$ cat config.mk
export PLATFORM = sky130hd
export DESIGN_NAME = fpadd_accumulator
export DESIGN_NICKNAME = d
export VERILOG_FILES = /design/src/rtl/fpadd_accumulator.sv
export SDC_FILE = /design/constraint.sdc
export NUM_CORES = 1
export LEC_CHECK = 0
export ABC_AREA = 1
export CORE_MARGIN = 2
export CORE_UTILIZATION = 42
export CTS_CLUSTER_SIZE = 8
export DETAILED_ROUTE_END_ITERATION = 8
export HOLD_SLACK_MARGIN = 0.06
export PLACE_DENSITY = 0.81
export SKIP_CTS_REPAIR_TIMING = 1
export SYNTH_ARGS = -nofsm -noshare
export SYNTH_HDL_FRONTEND = slang
export SYNTH_SLANG_ARGS = --single-unit
$ cat constraint.sdc
create_clock -name clk -period 1.8 [get_ports clk]
set_input_delay 0.54 -clock clk [delete_from_list [all_inputs] [get_ports clk]]
set_output_delay 0.54 -clock clk [all_outputs]
set_load 0.02 [all_outputs]
$ cat src/rtl/fpadd_accumulator.sv
// Frame accumulator around an external combinational FP32 adder: sums samples and reports sum/count/overflow.
// Latency: last-sample accept to out_valid is 1 cycle (single-sample frame) or 2 cycles (via ADD).
// Backpressure: in_ready drops during ADD and while a result waits in DONE for out_ready.
module fpadd_accumulator #(
    parameter int CNT_W = 16
) (
    input  logic             clk,
    input  logic             rst,
    input  logic             in_valid,
    output logic             in_ready,
    input  logic [31:0]      in_data,
    input  logic             in_last,
    output logic             out_valid,
    input  logic             out_ready,
    output logic [31:0]      out_sum,
    output logic [CNT_W-1:0] out_count,
    output logic             out_ov,
    output logic [31:0]      add_a,
    output logic [31:0]      add_b,
    input  logic [31:0]      add_c,
    input  logic             add_ov
);

    typedef enum logic [1:0] {
        FIRST = 2'd0,
        NEXT  = 2'd1,
        ADD   = 2'd2,
        DONE  = 2'd3
    } state_t;

    state_t             state;
    state_t             state_nxt;
    logic [31:0]        acc;
    logic [31:0]        b_reg;
    logic [CNT_W-1:0]   count;
    logic [CNT_W-1:0]   count_inc;
    logic               ov_sticky;
    logic               last_reg;

    // Count sticks at its maximum while accumulation keeps going.
    assign count_inc = (count == {CNT_W{1'b1}}) ? count : count + 1'b1;

    // Adder operands come only from registers, so in_data never reaches the adder combinationally.
    assign add_a     = acc;
    assign add_b     = b_reg;
    assign out_sum   = acc;
    assign out_count = count;
    assign out_ov    = ov_sticky;

    always_comb begin
        state_nxt = state;
        in_ready  = 1'b0;
        out_valid = 1'b0;
        case (state)
            FIRST: begin
                in_ready = 1'b1;
                if (in_valid) state_nxt = in_last ? DONE : NEXT;
            end
            NEXT: begin
                in_ready = 1'b1;
                if (in_valid) state_nxt = ADD;
            end
            ADD: begin
                state_nxt = last_reg ? DONE : NEXT;
            end
            DONE: begin
                out_valid = 1'b1;
                if (out_ready) state_nxt = FIRST;
            end
            default: state_nxt = FIRST;
        endcase
    end

    always_ff @(posedge clk) begin
        if (rst) begin
            state     <= FIRST;
            acc       <= 32'h0;
            b_reg     <= 32'h0;
            count     <= '0;
            ov_sticky <= 1'b0;
            last_reg  <= 1'b0;
        end else begin
            state <= state_nxt;
            case (state)
                FIRST: begin
                    // Adder bypassed: a lone sample is reported bit-exact.
                    if (in_valid) begin
                        acc       <= in_data;
                        count     <= CNT_W'(1);
                        ov_sticky <= 1'b0;
                    end
                end
                NEXT: begin
                    if (in_valid) begin
                        b_reg    <= in_data;
                        last_reg <= in_last;
                        count    <= count_inc;
                    end
                end
                ADD: begin
                    acc       <= add_c;
                    ov_sticky <= ov_sticky | add_ov;
                end
                DONE: begin
                    if (out_ready) begin
                        acc       <= 32'h0;
                        count     <= '0;
                        ov_sticky <= 1'b0;
                    end
                end
                default: ;
            endcase
        end
    end

endmodule

==> results <==
## logic make-up (layout without fill, tap and decap cells)
group | count (synthesis) | in the layout
adders and majority gates | 1 | 1
buffers and inverters | 94 | 253
DFF | 84 | 84
and+or+nand+nor | 252 | 252
xor gates and xnor gates | 2 | 2
AOI/OAI and AO/OA | 114 | 114
## layout make-up
cell class              count  area (um^2)
clock buffers               9          124
fillers                   741         2920
multi-input cells         369         1790
well taps                 129          161
clock inverters             7         81.3
flip-flops and latches     84         1680
inverters                  29          121
repair buffers            208         2360
## worst max-delay path by stage
stage | start | to | slack, ns | cells past startpoint
after global routing | add_a[4] | add_a[4] | -0.12 | 1
after CTS | state[1] | out_valid | -0.26 | 3
after detailed placement | in_valid | add_a[18] | -0.23 | 8
after floorplan | out_count[0] | out_count[0] | 0.16 | 8
after global placement | in_valid | out_count[6] | -0.17 | 10
final | add_a[4] | add_a[4] | -0.07 | 1
## power breakdown
part,leakage (nW),internal [mW],switching (mW)
clock network,0.107,0.667,0.767
logic,3.28,0.647,0.776
registers,0.688,2.00,0.107
total,4.07,3.31,1.65
## cells in the final DEF, fill, tap and decap left out, types with 2 or more instances in the layout
cell type,netlist,final
buf_12,0,4
nand2_4,2,2
nor2_2,5,5
nor3_1,2,2
a21oi_1,41,41
nand4_1,3,3
buf_4,36,19
a31oi_1,32,32
nand2_1,149,149
o21bai_1,2,2
nand2_8,2,2
dlymetal6s2s_1,0,113
clkbuf_8,0,9
nand3_1,50,50
dfxtp_2,0,2
nand2_2,4,4
nor2_1,31,31
clkdlybuf4s50_1,0,71
inv_6,1,4
dfxtp_1,84,82
o21ai_2,2,2
nor2_4,2,2
o21ai_0,35,34
xor2_1,2,2
inv_4,3,3
inv_1,25,24
## stage by stage
stage               cell area (um^2)  hold WS [ns]
floorplan                       3990         0.440
global placement                5820         0.449
detailed placement              5820         0.454
CTS                             6020         0.470
global route                    6320         0.488
finish                          6320         0.466
## layer usage
metal	routed length, um	up-vias
met5	0	-
met4	183	0
met3	1060	15
met2	6760	198
met1	5130	2008
li1	-	2081
==> results.cfg <==
[outcome]
status = finished, violations left
violations = setup timing

[cts]
cts_made_buffers = 9
cts.clk_slew.worst_paths_ns = 0.10
cts_sinks = 84
cts_root_buffer = clkbuf_8
cts_tree = done
clk_latency_ns = 0.36
clockBufferDepth = 2
htreeDepth = 3

[hold_path]
min-delay-start = add_b[17]
hold_end = add_b[17]
hold_depth = 2
hold_class = flip-flop to flip-flop

[timing]
drv_slew = 0
rsz0062_at_grt = yes
fin_ws_ns = -0.0697
slew_headroom = 0.702
final.setup.tns_ns = -0.139
setup_viol = 2
worst-slew-pin-transition_ns = 0.447
finalClockSkew_ns = 0.00809
final.min_clock_period_ns = 1.87
hold_violations = 0
post-route-period-util = 1.04
max_freq_mhz = 535

[layout]
final_cells = 835
drive_gt1_frac = 0.0935
antenna_cells = 0
final_util = 0.684
area_growth_syn_to_layout_pct = 58.4
nNetsFinal = 772

[logic_synthesis]
synth_nets = 618
synth_mux_area_frac = 0
synth_common_cells = 149 x nand2_1, 84 x dfxtp_1, 50 x nand3_1, 41 x a21oi_1, 36 x buf_4
synth_top_family_by_area = simple AND/OR/NAND/NOR gates
ys_ff_latch = 84
synth_edf_count = 0
yosysTopAreaCell = dfxtp_1
synth_fa_ha_area_frac = 0.00314
synth-simple-area-share = 0.283
netlist_instances = 547
synth_compound_area_frac = 0.158
async_flop_share = 0
ys.warnings.count = 0
synth_xor_area_frac = 0.00439
synthFlopType = dfxtp_1
synth_top_cell_area_share = 0.422
syn_avg_cell_area_um2 = 7.29
yosys-top-cells-area = dfxtp_1 42%, nand2_1 14%, buf_4 6.8%
yosys.cell_types.count = 30
synth.most_common_cell = nand2_1
synth_area_um2 = 3990
seq_area_frac_synth = 0.422

[critical_path]
rr_endpoint = out_count[4]
cp_cell_sequence = clkdlybuf4s50_1
r2r_slack_ns = 0.14
cpPeakStageDelay_ns = 0.61
reg2regPathDepth = 11
crit_fanout = 3
worst-endpoint-required_ns = 1.26
crit_type = flip-flop to output pin
end_kind = output pin
crit_buf_inv = 1
crit_family = buffers and inverters
slowest_stage = clkdlybuf4s50_1
r2r_start = state[1]
cp.arrival_ns = 1.33
critPathLaunchType = flip-flop

[pwr]
p_leak_nw = 4.07
total_power_mw = 4.96
irDropWorstVdd_mv = 0.400
power_density_nw_per_um2 = 785

[placement]
portBuffers = 184
dp.final_hpwl_um = 9530
dpl.cell_count = 818
post-place-ws_ns = -0.230
place_congestion = 0.865

[die]
die_h_um = 101
row_count = 35
start_util = 0.432
io_pins = 185
dieWidth_um = 101
dieArea_um2 = 10300
core_um2 = 9240

[global_routing]
antenna_found_initial = 0
top_usage_layer = met2
grt-ovfl-total = 0
grt_usage = 0.247
met2_usage = 0.440
grt_max_degree = 41
use_met1 = 0.290
grt_first_pass_wirelength_um = 20000
grt_pass1_vias = 4084
grt_use_met3 = 0.0683

[routing]
viasPerCell = 5.15
firstDrtPassIters = 5
ant_nets = 0
drt_wl_total_um = 13100
drc = 0
drt_iter0_markers = 197
wire_per_inst_um = 15.7
vias = 4302

[flow_run]
drv_cap = 0
(Power assumes the default switching activity.)
